File: src/rtl/lsu_pkg.sv
// lsu_pkg
//   Shared definitions for the load/store unit: RV32I load/store funct3
//   encodings, the two-state split FSM type and byte-count helpers used to
//   decide how many byte accesses a misaligned request is broken into.

package lsu_pkg;

    // RV32I load funct3 encodings
    localparam logic [2:0] F3_LB  = 3'd0;
    localparam logic [2:0] F3_LH  = 3'd1;
    localparam logic [2:0] F3_LW  = 3'd2;
    localparam logic [2:0] F3_LBU = 3'd4;
    localparam logic [2:0] F3_LHU = 3'd5;

    // Store byte shares its encoding with LB; named separately for readability
    localparam logic [2:0] F3_SB  = 3'd0;

    // Byte counts per access size
    localparam logic [2:0] BYTES_BYTE = 3'd1;
    localparam logic [2:0] BYTES_HALF = 3'd2;
    localparam logic [2:0] BYTES_WORD = 3'd4;

    typedef enum logic {
        IDLE  = 1'b0,
        SPLIT = 1'b1
    } lsu_state_t;

    // Access size in bytes, taken from funct3[1:0] (signedness bit ignored)
    function automatic logic [2:0] access_bytes(input logic [2:0] f3);
        case (f3[1:0])
            2'd1:    return BYTES_HALF;
            2'd2:    return BYTES_WORD;
            default: return BYTES_BYTE;
        endcase
    endfunction

    // funct3 values 3, 6 and 7 do not describe a load/store
    function automatic logic f3_valid(input logic [2:0] f3);
        return (f3 == F3_LB) || (f3 == F3_LH) || (f3 == F3_LW) ||
               (f3 == F3_LBU) || (f3 == F3_LHU);
    endfunction

endpackage

File: src/rtl/lsu_load_extend.sv
// lsu_load_extend
//   Combinational sign/zero extension of an assembled split-load value.
//   Used only for split loads; aligned loads are extended by DataMemory.
// Ports:
//   func3  in  3   latched load funct3
//   raw    in  32  assembled bytes, byte 0 in bits [7:0]
//   ext    out 32  extended load result

module lsu_load_extend
    import lsu_pkg::*;
(
    input  logic [2:0]  func3,
    input  logic [31:0] raw,
    output logic [31:0] ext
);

    always_comb begin
        ext = raw;
        case (func3)
            F3_LB:   ext = {{24{raw[7]}}, raw[7:0]};
            F3_LBU:  ext = {24'b0, raw[7:0]};
            F3_LH:   ext = {{16{raw[15]}}, raw[15:0]};
            F3_LHU:  ext = {16'b0, raw[15:0]};
            default: ext = raw;
        endcase
    end

endmodule

File: src/rtl/load_store_unit.sv
// load_store_unit
//   Memory-stage front end between EX/MEM and DataMemory. Aligned accesses
//   pass straight through combinationally. Misaligned halfword/word accesses
//   are split into sequential byte accesses (LBU/SB), stalling the pipeline
//   until the last byte; split load bytes are assembled and extended here.
//
//   Optional feature macro: LSU_MISALIGN_TRAP_EN
//     defined   - misaligned requests are not split; they issue no access
//                 and raise misalign_err for that cycle.
//     undefined - splitting enabled; misalign_err tied to 0.
//
// Ports:
//   clk, rst                 clock, asynchronous active-high reset
//   mem_read, mem_write      request from EX/MEM (write wins if both set)
//   func3, addr, wdata       request funct3, byte address, store data
//   flush                    abandon a split access in progress
//   dmem_read/write/func3/addr/wdata   request to DataMemory
//   dmem_rdata               combinational read data from DataMemory
//   load_data                extended load result to MEM/WB
//   stall                    freezes the front of the pipeline
//   misalign_err             misaligned access trapped (macro only)

module load_store_unit
    import lsu_pkg::*;
#(
    parameter int ADDR_W = 32,
    parameter int DATA_W = 32
) (
    input  logic              clk,
    input  logic              rst,
    input  logic              mem_read,
    input  logic              mem_write,
    input  logic [2:0]        func3,
    input  logic [ADDR_W-1:0] addr,
    input  logic [DATA_W-1:0] wdata,
    input  logic              flush,
    output logic              dmem_read,
    output logic              dmem_write,
    output logic [2:0]        dmem_func3,
    output logic [ADDR_W-1:0] dmem_addr,
    output logic [DATA_W-1:0] dmem_wdata,
    input  logic [DATA_W-1:0] dmem_rdata,
    output logic [DATA_W-1:0] load_data,
    output logic              stall,
    output logic              misalign_err
);

    lsu_state_t        state_q, state_d;
    logic [1:0]        k_q, k_d;
    logic [1:0]        last_q, last_d;
    logic [ADDR_W-1:0] addr_q, addr_d;
    logic [2:0]        func3_q, func3_d;
    logic [DATA_W-1:0] wdata_q, wdata_d;
    logic              write_q, write_d;
    logic [DATA_W-1:0] asm_q, asm_d;

    logic              req_valid;
    logic              req_store;
    logic              req_load;
    logic              req_misaligned;
    logic [2:0]        req_bytes;
    logic [4:0]        lane_lsb;
    logic [DATA_W-1:0] asm_now;
    logic [DATA_W-1:0] split_load;

    // Request decode; a simultaneous read and write is treated as a write
    always_comb begin
        req_valid      = (mem_read || mem_write) && f3_valid(func3);
        req_store      = req_valid && mem_write;
        req_load       = req_valid && !mem_write;
        req_bytes      = access_bytes(func3);
        req_misaligned = req_valid &&
                         (((req_bytes == BYTES_WORD) && (addr[1:0] != 2'b00)) ||
                          ((req_bytes == BYTES_HALF) && addr[0]));
    end

    // Assembly register with the byte currently on the bus merged into lane k,
    // so the final cycle can extend the complete value without waiting a clock
    always_comb begin
        lane_lsb = {k_q, 3'b000};
        asm_now  = asm_q;
        asm_now[lane_lsb +: 8] = dmem_rdata[7:0];
    end

    lsu_load_extend u_extend (
        .func3 (func3_q),
        .raw   (asm_now),
        .ext   (split_load)
    );

    // Next-state logic. Byte 0 is issued in the IDLE cycle, so SPLIT starts at k=1
    always_comb begin
        state_d = state_q;
        k_d     = k_q;
        last_d  = last_q;
        addr_d  = addr_q;
        func3_d = func3_q;
        wdata_d = wdata_q;
        write_d = write_q;
        asm_d   = asm_q;
        case (state_q)
            IDLE: begin
`ifndef LSU_MISALIGN_TRAP_EN
                if (req_misaligned) begin
                    state_d = SPLIT;
                    addr_d  = addr;
                    func3_d = func3;
                    wdata_d = wdata;
                    write_d = req_store;
                    last_d  = 2'(req_bytes - 3'd1);
                    k_d     = 2'd1;
                    asm_d   = '0;
                    if (req_load) begin
                        asm_d[7:0] = dmem_rdata[7:0];
                    end
                end
`endif
            end
            SPLIT: begin
                if (flush || (k_q == last_q)) begin
                    state_d = IDLE;
                    k_d     = '0;
                    asm_d   = '0;
                end else begin
                    k_d = k_q + 2'd1;
                    if (!write_q) begin
                        asm_d = asm_now;
                    end
                end
            end
            default: state_d = IDLE;
        endcase
    end

    always_ff @(posedge clk or posedge rst) begin
        if (rst) begin
            state_q <= IDLE;
            k_q     <= '0;
            last_q  <= '0;
            addr_q  <= '0;
            func3_q <= '0;
            wdata_q <= '0;
            write_q <= 1'b0;
            asm_q   <= '0;
        end else begin
            state_q <= state_d;
            k_q     <= k_d;
            last_q  <= last_d;
            addr_q  <= addr_d;
            func3_q <= func3_d;
            wdata_q <= wdata_d;
            write_q <= write_d;
            asm_q   <= asm_d;
        end
    end

    // Output logic; everything is forced to zero while reset is asserted.
    // In SPLIT only latched fields are used, so EX/MEM changes are ignored.
    always_comb begin
        dmem_read    = 1'b0;
        dmem_write   = 1'b0;
        dmem_func3   = '0;
        dmem_addr    = '0;
        dmem_wdata   = '0;
        load_data    = '0;
        stall        = 1'b0;
        misalign_err = 1'b0;
        if (!rst) begin
            if (state_q == SPLIT) begin
                dmem_read  = !write_q;
                dmem_write = write_q;
                dmem_func3 = write_q ? F3_SB : F3_LBU;
                dmem_addr  = addr_q + ADDR_W'(k_q);
                dmem_wdata = DATA_W'(wdata_q[lane_lsb +: 8]);
                stall      = (k_q != last_q);
                if (!write_q && (k_q == last_q)) begin
                    load_data = split_load;
                end
            end else if (req_misaligned) begin
`ifdef LSU_MISALIGN_TRAP_EN
                misalign_err = 1'b1;
`else
                dmem_read  = req_load;
                dmem_write = req_store;
                dmem_func3 = req_store ? F3_SB : F3_LBU;
                dmem_addr  = addr;
                dmem_wdata = DATA_W'(wdata[7:0]);
                stall      = 1'b1;
`endif
            end else begin
                dmem_read  = req_load;
                dmem_write = req_store;
                dmem_func3 = func3;
                dmem_addr  = addr;
                dmem_wdata = wdata;
                if (req_load) begin
                    load_data = dmem_rdata;
                end
            end
        end
    end

endmodule

File: config.mk
export PLATFORM = sky130hd
export DESIGN_NAME = load_store_unit
export DESIGN_NICKNAME = d
export VERILOG_FILES = /design/src/rtl/lsu_pkg.sv /design/src/rtl/lsu_load_extend.sv /design/src/rtl/load_store_unit.sv
export SDC_FILE = /design/constraint.sdc
export NUM_CORES = 1
export LEC_CHECK = 0
export ABC_AREA = 1
export BUFFER_PORTS_ARGS = -buffer_cell sky130_fd_sc_hd__buf_2
export CORE_ASPECT_RATIO = 1.75
export CORE_UTILIZATION = 40
export DETAILED_ROUTE_END_ITERATION = 8
export GPL_TIMING_DRIVEN = 0
export PLACE_DENSITY = 0.71
export SYNTH_ARGS = -nofsm -noshare
export SYNTH_HDL_FRONTEND = slang
export SYNTH_SLANG_ARGS = --single-unit
File: constraint.sdc
create_clock -name clk -period 4.57 [get_ports clk]
set_clock_uncertainty 0.2 [all_clocks]
set_input_delay 0.2285 -clock clk [delete_from_list [all_inputs] [get_ports clk]]
set_output_delay 0.2285 -clock clk [all_outputs]
set_load 0.01 [all_outputs]
### Yosys cells after proc, flatten, opt, wreduce, memory -nomap -nowiden

Cells that the tools add are included.
W data, S select, Z words.

| cells by class | value |
|---|---|
| reduce and logical (&&, ||, !) cells | 21 |
| $add $sub $neg | 4 |
| shifts and indexed selects | 3 |
| bitwise gates (word level) | 1 |
| multiplexer cells | 35 |
| equal/unequal tests | 15 |

Operators by type and width:

| operator | number |
|---|---|
| $mux W32 | 13 |
| $pmux W32 S4 | 1 |
| $pmux W32 S2 | 1 |
| $add A32 B2 Y32 | 1 |
| $bwmux W32 | 1 |
| $shift A8 B7 Y32 const A | 1 |
| $shiftx A32 B6 Y8 | 1 |
| $shiftx A8 B7 Y32 | 1 |
| $eq A3 B3 Y1 const B | 5 |
| $mux W3 | 5 |
| $mux W1 | 8 |
| $mux W8 | 1 |
| $logic_and A1 B1 Y1 | 7 |
| $logic_or A1 B1 Y1 | 7 |
| $neg A5 Y7 | 1 |
| $eq A3 B1 Y1 const B | 2 |
| $eq A3 B2 Y1 const B | 2 |
| $logic_not A3 Y1 | 2 |
| $pmux W3 S2 | 1 |
| $mux W2 | 2 |
| $pmux W2 S2 | 1 |
| $reduce_and A2 Y1 | 2 |
| $ne A3 B2 Y1 const B | 1 |
| $add A2 B1 Y2 const B | 1 |
| other kinds (10) | 11 |

| word-level totals | value |
|---|---|
| input port bits | 104 |
| word-level logic and storage cells | 87 |
| flip-flop bits (word level) | 105 |
| output and inout port bits | 103 |

### Logic depth before layout (Yosys ltp)

Gate-level depths: netlist of run 1.

| logic depth | value |
|---|---|
| depth in word-level cells | 11 |
| mapped depth | 13 |
| gate-level depth less buffers | 11 |

### Modules after synthesis

Synthesis of run 1 repeated with hierarchy kept, for this count alone.

| unflattened totals | value |
|---|---|
| cell total of the unflattened synthesis | 1249 |
| area total of the unflattened synthesis | 7978.9 um2 |

Modules (own cells, without submodules):

| module | times used | area each (um2) | seq. area each (um2) | cells each |
|---|---|---|---|---|
| load_store_unit | 1 | 7608.5 | 2627.5 | 1179 |
| lsu_load_extend | 1 | 370.4 | 0.0 | 70 |

### Worst setup path before layout of run 1

Ideal clock, no wire load.

| path | value |
|---|---|
| path type | input to output |
| start point | in rst |
| end point | out dmem_addr[11] |
| path buffers | 2 |
| data required time | 4.141 ns |
| cell stages on the path | 5 |
| setup slack | -0.130 ns |
| data arrival time | 4.271 ns |
| cell sequence | clkbuf_1 inv_1 clkbuf_1 o211ai_1 inv_1 |

| between the ends | value |
|---|---|
| cells in the longest elaborated chain, start to end | 1 |

RTL lines:

| what | line | RTL |
|---|---|---|
| from (decl) | load_store_unit.sv:30 | `input logic rst,` |
| $mux W32 | load_store_unit.sv:168 | `if (!rst) begin` |
| to (decl) | load_store_unit.sv:40 | `output logic [ADDR_W-1:0] dmem_addr,` |

No other way between the ends.

### Worst setup path in the final report of run 1

| path | value |
|---|---|
| start point | reg k_q[1] |
| end point | out load_data[21] |

| between the ends | value |
|---|---|
| cells in the longest elaborated chain, start to end | 7 |
| elaborated cells on any way between the ends | 10 |
| those cells by class | 1 x add/sub; 1 x eq/ne; 2 x shift; 5 x mux; 1 x reduce/logical |

RTL lines:

| what | line | RTL |
|---|---|---|
| from (decl) | load_store_unit.sv:49 | `logic [1:0] k_q, k_d;` |
| from (signal assigned) | load_store_unit.sv:147 | `k_q <= k_d;` |
| $neg A5 Y7 | load_store_unit.sv:82 | `asm_now[lane_lsb +: 8] = dmem_rdata[7:0];` |
| $shiftx A8 B7 Y32 / $shift A8 B7 Y32 (equally long branches) | load_store_unit.sv:82 |  |
| $bwmux W32 | load_store_unit.sv:82 |  |
| $pmux W32 S4 | lsu_load_extend.sv:19 | `case (func3)` |
| $mux W32 (*) | load_store_unit.sv:176 | `if (!write_q && (k_q == last_q)) begin` |
| $mux W32 (*) | load_store_unit.sv:169 | `if (state_q == SPLIT) begin` |
| $mux W32 (*) | load_store_unit.sv:168 |  |
| to (decl) | load_store_unit.sv:43 | `output logic [DATA_W-1:0] load_data,` |

Every way passes the cells marked *; elsewhere a longest branch is shown, timed or not.

==> results.json, run 1 <==
{
  "syn_area_um2": 7700,
  "synth.distinct_cells": 36,
  "synth_nets": 1347,
  "hp-start": "mem_write",
  "vias": 9197,
  "grtUsageMet1_pct": 31.5,
  "path_delay_family": "buffers and inverters",
  "synth_top_family_by_area": "simple AND/OR/NAND/NOR gates",
  "cp-end-kind": "output pin",
  "die_x_um": 107,
  "slowest_stage": "dfrtp_1",
  "slew_violations": 0,
  "reg2reg_from": "k_q[1]",
  "synthCells": 1231,
  "combPwrFrac_pct": 43.7,
  "wl_mm": 30.4,
  "timing.final.crit_period_ns": 4.12,
  "worst_ep_arrival_time_ns": 3.69,
  "crit_path_cell_trace": "buf_2 -> clkbuf_1 -> inv_1 -> ha_1 -> inv_1 -> nand3_1 -> o21ai_2 -> nand2_2 -> nand3_2 -> buf_6 -> nand2_1 -> a21oi_1 -> buf_2",
  "synthAdderAreaFrac_pct": 2.05,
  "area_growth_pct": 30.1,
  "synthXorXnorAreaFrac_pct": 1.35,
  "n_antenna_cell": 0,
  "synth_async_sr_flop_share_pct": 100,
  "regArea_um2": 2630,
  "synth_edf_count": 0,
  "cts_root_buffer": "clkbuf_16",
  "grt-busiest-layer": "met2",
  "clk_path_buf_depth": 2,
  "cp_num_buf_inv": 6,
  "drt-wirelength-per-cell_um": 17.3,
  "cts_resized": 0,
  "critPathKind": "reg2out",
  "p_leak_nw": 5.29,
  "slowest_delay_ns": 0.44,
  "gp_congestion": 0.985,
  "hp-class": "in2reg",
  "multi_input_area_um2": 4160,
  "grt_pass1_wl_mm": 45.8,
  "grtUsageMet2_pct": 56.3,
  "dp_cells": 1673,
  "ir_worst_vdd_mv": 0.237,
  "drtIter0Drc": 676,
  "relSlewSlack_pct": 38.8,
  "globalRouteTotalUtil_pct": 30.7,
  "switching_share_pct": 44.6,
  "grt_pass1_vias": 8866,
  "drive_gt1_share_pct": 18.2,
  "startpoint_type": "flop",
  "crit_required_ns": 4.14,
  "clk_pin_slew_ns": 0.08,
  "rsz0062_at_grt": "false",
  "die_h_um": 186,
  "setup_violations": 0,
  "fin_tns_setup_ns": 0,
  "row_count": 66,
  "avgSynthCellArea_um2": 6.26,
  "synth-compound-area-share_pct": 12.9,
  "hold_viol_final": 0,
  "p_seq_share_pct": 34.2,
  "firstDrtPassIters": 5,
  "ant_nets": 0,
  "fmax_mhz": 243,
  "ys_warn_count": 0,
  "use_met3_pct": 2.73,
  "synth-simple-area-share_pct": 37.6,
  "via_per_inst": 5.24,
  "fill_cells": 1881,
  "p_clk_share_pct": 22.2,
  "start_util_pct": 41.1,
  "global_route.overflow_total": 0,
  "antenna_found_initial": 0,
  "p_per_area_nw_per_um2": 385,
  "synth_ff_type": "dfrtp_1",
  "drc": 0,
  "whs_ns": 0.0890,
  "p_sw_mw": 1.72,
  "internal_power_mw": 2.14,
  "synth_mux_area_share_pct": 0,
  "clkLatencyLatePin_ns": 0.36,
  "io_pins": 207,
  "htreeDepth": 3,
  "critPathMaxFanout": 10,
  "status": "complete, no violations",
  "ys_seq_area_share_pct": 34.1,
  "tritoncts": "yes",
  "port_buffers": 204,
  "dpl.hpwl_mm": 23.0,
  "ys_ff_latch": 105,
  "cts.sinks": 105,
  "final_nets": 1629,
  "fin_cells": 1756,
  "design.core.area_um2": 18700,
  "cap_violations": 0,
  "fin_crit_sh_pct": 90.0,
  "die_area_um2": 19800,
  "crit_path_start": "k_q[1]",
  "grt_max_degree": 115,
  "cts_inserted_buffers": 9,
  "worst_slew_pin_slew_ns": 0.917
}
==> cell usage after synthesis (11+ instances only) <==
| cell type | n | share of area [%] |
|---|---|---|
| nand2_1 | 408 | 20 |
| nor2_1 | 164 | 8.0 |
| inv_1 | 147 | 7.2 |
| dfrtp_1 | 105 | 34 |
| o21ai_0 | 104 | 6.8 |
| nand3_1 | 87 | 5.7 |
| a21oi_1 | 42 | 2.7 |
| nand4_1 | 25 | 2.0 |
| clkbuf_1 | 24 | 1.2 |
| buf_2 | 21 | 1.4 |
| o211ai_1 | 18 | 1.8 |
| o21ai_1 | 16 | 1.0 |
| ha_1 | 11 | 1.8 |
==> path summary, 6_finish.rpt <==
kind	to	slack (ns)	cells after the start
worst max-delay path	load_data[21]	0.45	13
worst min-delay path	write_q	0.09	5
worst max register to register	asm_q[30]	1.60	9
worst min register to register	asm_q[19]	0.28	2
max in group asynchronous	asm_q[29]	3.08	3
min in group asynchronous	addr_q[6]	0.49	3
==> layer usage <==
| layer | vias up | part of all wire [%] |
|---|---|---|
| met1 | 4245 | 36 |
| met5 | - | 0 |
| met3 | 118 | 4.3 |
| met4 | 0 | 7.9 |
| li1 | 4423 | - |
| met2 | 411 | 52 |
==> final cells by class <==
class / instances / share of cell area (%)
inverters: 155 / 5.81
clock buffers: 9 / 2.25
well taps: 238 / 2.97
flip-flops and latches: 105 / 26.2
multi-input cells: 908 / 41.5
repair buffers: 271 / 16.9
plain buffers: 63 / 3.47
clock inverters: 7 / 0.924
==> state kept, by name, summed over array words and instances, names as in the netlist <==
name / cells
state_q: 1
asm_q: 32
addr_q: 32
last_q: 2
write_q: 1
wdata_q: 32
func3_q: 3
k_q: 2
==> per-stage QoR <==
stage / total power [mW] / worst slack [ns] / area (µm²) / util (%)
2_1_floorplan: 2.37 / 1.67 / 7700 / -
3_5_place_dp: 2.94 / 0.861 / 9030 / 48.2
6_report: 3.86 / 0.455 / 10000 / 53.5
3_3_place_gp: 2.92 / 0.323 / 9020 / 48.1
5_1_grt: 4.09 / 0.189 / 10000 / 53.5
4_1_cts: 3.84 / 0.505 / 10000 / 53.5
==> worst register-to-register path: stages, from the launching register on <==
cell and delay (ns):
dfrtp_1 0.44, buf_2 0.25, clkbuf_1 0.42, inv_1 0.26, ha_1 0.38, inv_1 0.13, nand2_1 0.19, o21ai_0 0.43
nand3_1 0.13, nand2_1 0.08
==> power by group through the flow <==
stage	registers (mW)	logic (mW)	clock network, mW
global placement	1.32	1.59	0
detailed placement	1.33	1.62	0
global route	1.34	1.86	0.889
CTS	1.31	1.67	0.864
floorplan	1.27	1.10	0
finish	1.32	1.69	0.855
==> cells by family after synthesis <==
kind of cell | after synthesis
AO/OA/AOI/OAI | 185
XOR/XNOR | 11
adder cells (fa/ha/maj) | 12
buffers and inverters | 218
flip-flops | 105
other | 1
AND/OR/NAND/NOR | 699
==> cells in the final DEF (no fill, tap or decap), types with 2 or more instances in the layout <==
cell / n
dlygate4sd3_1: 67
nand2_2: 2
clkinv_1: 3
inv_1: 147
o21ai_1: 16
nand2_1: 408
o21ai_0: 104
nand4_1: 25
dfrtp_1: 105
ha_1: 11
nand3_1: 87
o21ai_2: 2
nand3_2: 2
buf_6: 6
inv_6: 4
a21oi_1: 42
clkbuf_16: 9
inv_2: 5
nand2_4: 3
xnor2_1: 2
xor2_1: 8
buf_1: 4
nor2_4: 2
o211ai_1: 18
buf_2: 225
nand4_4: 2
nor2_1: 164
buf_4: 8
clkbuf_1: 23
==> repair_timing <==
item / CTS / global route
hold buffers: 67 / 0
endpoints found under the hold margin: 67 / 0
setup buffers: 0 / 0
No activity file was read; power rests on OpenSTA's default activity.
==> run 2: changes to the inputs <==
Settings changed: CORE_ASPECT_RATIO 1.75 to not set.
==> run 2 against run 1 <==
Sequential share of layout area barely moved. Fmax barely moved. Clock power rose by 2.9%.
==> results.json, run 2 (synthesis results as in run 1) <==
{
  "drive_gt1_share_pct": 18.2,
  "startpoint_type": "flop",
  "via_per_inst": 5.16,
  "cts_root_buffer": "clkbuf_16",
  "p_leak_nw": 5.29,
  "clk_pin_slew_ns": 0.08,
  "die_area_um2": 19800,
  "clk_path_buf_depth": 2,
  "layout_commonest_cell": "nand2_1",
  "r2r_slack_ns": 1.58,
  "final_cell_mix": "408 x nand2_1, 225 x buf_2, 164 x nor2_1, 147 x inv_1, 105 x dfrtp_1",
  "io_pins": 207,
  "fmax_mhz": 243,
  "drtIter0Drc": 660,
  "hp-class": "in2reg",
  "cts.sinks": 105,
  "dpl.hpwl_mm": 20.1,
  "hold_viol_final": 0,
  "fin_tns_setup_ns": 0,
  "dpl-instance-area_um2": 9030,
  "setup_ws_ns": 0.452,
  "setup_violations": 0,
  "slowest_stage": "dfrtp_1",
  "gp_congestion": 0.996,
  "p_per_area_nw_per_um2": 384,
  "worst_slew_pin_slew_ns": 0.911,
  "rsz0062_at_grt": "false",
  "ant_nets": 0,
  "dp_cells": 1669,
  "regArea_um2": 2630,
  "port_buffers": 204,
  "grt_pass1_wl_mm": 43.5,
  "finish.instance_area_um2": 10000,
  "ctsHoldBuffers": 67,
  "grt_max_degree": 115,
  "area_growth_pct": 30.1,
  "drc": 0,
  "slew_violations": 0,
  "die_x_um": 141,
  "final_nets": 1629,
  "cp-end-kind": "output pin",
  "antenna_found_initial": 0,
  "ir_worst_vdd_mv": 0.231,
  "timing.final.crit_period_ns": 4.12,
  "fill_cells": 1886,
  "n_antenna_cell": 0,
  "whs_ns": 0.0902,
  "slowest_delay_ns": 0.43,
  "fin_crit_sh_pct": 90.1,
  "drt-wirelength-per-cell_um": 15.8,
  "critPathKind": "reg2out",
  "multi_input_area_um2": 4160,
  "postCtsSetupBuffers": 0,
  "grt_pass1_vias": 8521,
  "cp_num_buf_inv": 6,
  "cts_inserted_buffers": 9,
  "row_count": 50,
  "crit_required_ns": 4.14,
  "critPathMaxFanout": 10,
  "power_mw": 3.85,
  "firstDrtPassIters": 6,
  "global_route.overflow_total": 0,
  "globalRouteTotalUtil_pct": 28.4,
  "crit_path_cell_trace": "buf_2 -> clkbuf_1 -> inv_1 -> ha_1 -> inv_1 -> nand3_1 -> o21ai_2 -> nand2_2 -> nand3_2 -> buf_6 -> nand2_1 -> a21oi_1 -> buf_2",
  "status": "complete, no violations",
  "utilization_pct": 53.4,
  "worst_ep_arrival_time_ns": 3.69,
  "htreeDepth": 3,
  "tritoncts": "yes",
  "die_h_um": 141,
  "path_delay_family": "buffers and inverters",
  "wl_mm": 27.7,
  "fin_cells": 1752,
  "dp_slack_ns": 0.888,
  "start_util_pct": 41.0,
  "cap_violations": 0,
  "design.core.area_um2": 18800,
  "cts_resized": 0,
  "reg.largest.list": "addr_q (32), asm_q (32), wdata_q (32)",
  "clkLatencyLatePin_ns": 0.37,
  "vias": 9049,
  "relSlewSlack_pct": 39.3
}
-- run 2: cell types whose count changed in the layout (fill, tap and decap cells not counted) --
cell	change
bufinv_16	+1
inv_6	-2
clkbuf_1	+1
clkinvlp_4	+1
clkinv_8	-1
-- run 2: power by group --
part | total [mW] | leakage, nW | switching [mW] | internal (mW)
clock network | 0.880 | 0.156 | 0.391 | 0.489
registers | 1.30 | 1.35 | 0.159 | 1.14
logic | 1.67 | 3.79 | 1.12 | 0.549
-- run 2: path summary, 6_finish.rpt --
check | cells past startpoint | startpoint | to
setup / recovery | 13 | k_q[1] | load_data[27]
hold / removal | 7 | dmem_rdata[0] | asm_q[0]
setup reg to reg | 11 | k_q[1] | asm_q[4]
hold reg to reg | 2 | wdata_q[4] | wdata_q[4]
max in group asynchronous | 3 | rst | asm_q[14]
min in group asynchronous | 3 | rst | write_q
-- run 2: area by class of cell --
| type | count | area share, % |
|---|---|---|
| plain buffers | 63 | 3.47 |
| clock buffers | 10 | 2.28 |
| clock inverters | 6 | 0.961 |
| inverters | 155 | 5.81 |
| multi-input cells | 908 | 41.5 |
| flip-flops and latches | 105 | 26.2 |
| well taps | 234 | 2.92 |
| repair buffers | 271 | 16.9 |
-- run 2: layer usage --
layer / global-route usage [%] / wire length (µm) / up-vias
met4: 14.7 / 1130 / 0
li1: - / - / 4434
met2: 46.8 / 12900 / 373
met3: 3.77 / 1740 / 67
met1: 36.4 / 11900 / 4175
met5: 0 / 0 / -
-- run 2: worst min-delay path, stage by stage --
cell	delay, ns
buf_2	0.11
inv_1	0.05
nor2_1	0.04
nand2_1	0.05
nand2_1	0.05
nand2_1	0.05
nand2_1	0.04
==> run 3: changes to the inputs <==
Settings changed: ABC_AREA 1 to not set, PLACE_DENSITY 0.71 to 0.72.
==> run 3 against run 2 <==
Die area is 13% lower. Non-clock buffer count shrank 16. Critical path depth down 4. Final area fell by 10%. Global-route usage decreased by 4.7 points. Fmax fell by 0.43%. Critical path type unchanged.
==> results.json, run 3 <==
{
  "status": "complete, no violations",
  "p_sw_mw": 1.30,
  "area_growth_pct": 34.2,
  "fin_crit_sh_pct": 90.5,
  "fin_tns_setup_ns": 0,
  "cts_inserted_buffers": 9,
  "combPwrFrac_pct": 37.6,
  "reg.largest.list": "addr_q (32), asm_q (32), wdata_q (32)",
  "hold_depth": 3,
  "worst_slew_pin_slew_ns": 1.15,
  "utilization_pct": 55.8,
  "vias": 6275,
  "p_per_area_nw_per_um2": 390,
  "hold_viol_final": 0,
  "fin_cells": 1168,
  "cts_root_buffer": "clkbuf_16",
  "die_x_um": 131,
  "final_nets": 1062,
  "drt-wirelength-per-cell_um": 17.2,
  "htreeDepth": 3,
  "reg2reg_from": "k_q[1]",
  "power_mw": 3.51,
  "drive_gt1_share_pct": 27.9,
  "yosysMostFrequentCell": "dfrtp_1",
  "synthCells": 663,
  "crit_required_ns": 4.14,
  "ys_ff_latch": 105,
  "p_seq_share_pct": 39.4,
  "ant_nets": 0,
  "firstDrtPassIters": 4,
  "timing.final.crit_period_ns": 4.14,
  "p_leak_nw": 4.01,
  "synthTopCellsByCount": "105 x dfrtp_1, 72 x mux2_1, 56 x nor2_1",
  "synth_nets": 779,
  "synth_async_sr_flop_share_pct": 100,
  "ys_warn_count": 0,
  "setup_violations": 0,
  "relSlewSlack_pct": 22.7,
  "io_pins": 207,
  "crit_path_start": "k_q[1]",
  "synth_top_area_share_pct": 39.2,
  "clkLatencyLatePin_ns": 0.36,
  "gp_congestion": 0.860,
  "switching_share_pct": 37.0,
  "netlist.top_cell.by_area": "dfrtp_1",
  "layout_commonest_cell": "buf_2",
  "synth_ff_type": "dfrtp_1",
  "row_count": 46,
  "slew_violations": 0,
  "p_clk_share_pct": 23.0,
  "synth.distinct_cells": 50,
  "internal_power_mw": 2.21,
  "drtIter0Drc": 279,
  "tritoncts": "yes",
  "rsz0062_at_grt": "false",
  "global_route.overflow_total": 0,
  "synth_edf_count": 0,
  "critPathMaxFanout": 10,
  "antenna_found_initial": 2,
  "via_per_inst": 5.37,
  "synth_area_leaders": "dfrtp_1 39%, mux2_1 12%, o2bb2ai_1 3.3%, xnor2_1 3.3%, nor2_1 3.1%",
  "die_area_um2": 17300,
  "r2r_slack_ns": 1.62,
  "whs_ns": 0.0242,
  "dpl.hpwl_mm": 14.3,
  "die_h_um": 131,
  "hp-class": "in2reg",
  "fill_cells": 1468,
  "avgSynthCellArea_um2": 10.1,
  "cap_violations": 0,
  "worst_ep_arrival_time_ns": 3.71,
  "clk_pin_slew_ns": 0.07,
  "drc": 0,
  "hp-start": "func3[1]",
  "dp_cells": 1085,
  "hold_end": "func3_q[1]",
  "cp-end-kind": "output pin",
  "grt_pass1_vias": 6222,
  "rr_endpoint": "asm_q[13]",
  "ir_worst_vdd_mv": 0.194,
  "wl_mm": 20.1,
  "design.core.area_um2": 16100,
  "port_buffers": 205,
  "ys_seq_area_share_pct": 39.2,
  "startpoint_type": "flop",
  "critPathKind": "reg2out",
  "syn_area_um2": 6700,
  "cts.sinks": 105,
  "final_cell_mix": "221 x buf_2, 105 x dfrtp_1, 72 x mux2_1, 66 x dlygate4sd3_1, 56 x nor2_1",
  "clk_path_buf_depth": 2,
  "globalRouteTotalUtil_pct": 23.7,
  "fmax_mhz": 242,
  "rr_worst_depth": 6,
  "grt_pass1_wl_mm": 32.7,
  "grt_max_degree": 58,
  "start_util_pct": 41.6
}
## run 3: changes by cell type after synthesis, sizes merged, moves of 29 or more
cell,delta
o21ai,-96
nand2,-372
inv,-119
a21oi,-29
mux2,+74
nand3,-80
nor2,-110
## run 3: layer usage
layer	up-vias	GRT usage [%]	share of wire, %
met1	3015	31.5	45
met3	26	3.09	5.8
met4	0	8.40	2.1
met5	-	0	0
met2	232	39.6	48
li1	3002	-	-
## run 3: area by class of cell
cell class              count  area, µm²  share of cell area [%]
inverters                  33        126                    1.41
repair buffers            272       1710                    19.1
well taps                 216        270                    3.01
flip-flops and latches    105       2630                    29.2
clock buffers               9        225                    2.51
multi-input cells         479       3740                    41.6
clock inverters             7       78.8                   0.877
diodes                      1       2.50                  0.0278
plain buffers              46        204                    2.27
## run 3: critical path, stage by stage (launching register included)
cell,delay (ns)
dfrtp_1,0.44
buf_2,0.32
inv_1,0.21
ha_1,0.39
nor3b_1,0.30
a31oi_1,0.24
nor4_1,0.92
nor2_1,0.20
o2bb2ai_1,0.19
buf_2,0.14
## run 3: what timing repair did
item,CTS,global route
setup buffers,0,0
endpoints found under the setup margin,0,0
hold buffers,66,0
endpoints found under the hold margin,114,0
gates resized for setup,0,0
## run 3: stage by stage
| step | worst slack, ns | instance area (µm²) |
|---|---|---|
| floorplan | 0.773 | 6700 |
| global placement | -0.782 | 7990 |
| detailed placement | 0.866 | 8020 |
| CTS | 0.430 | 8990 |
| global route | 0.179 | 8990 |
| finish | 0.435 | 8990 |
## run 3: logic make-up after synthesis
logic type,share of synthesized area [%]
muxes,16.9
DFF,39.2
adders and majority gates,2.35
AOI/OAI and AO/OA,16.9
xor gates and xnor gates,3.79
other,0.0560
buffers and inverters,4.90
and+or+nand+nor,15.9
## run 3: worst max-delay path by stage
stage,end,slack (ns)
floorplan,load_data[27],0.77
global placement,load_data[19],-0.78
detailed placement,load_data[15],0.87
CTS,load_data[15],0.43
finish,load_data[15],0.43
global route,load_data[11],0.18
## run 3: power groups by stage
stage | Combinational (mW) | Clock (mW) | Sequential (mW)
floorplan | 0.925 | 0 | 1.33
global placement | 1.24 | 0 | 1.38
detailed placement | 1.27 | 0 | 1.39
CTS | 1.32 | 0.820 | 1.38
global route | 1.46 | 0.850 | 1.42
finish | 1.32 | 0.806 | 1.38
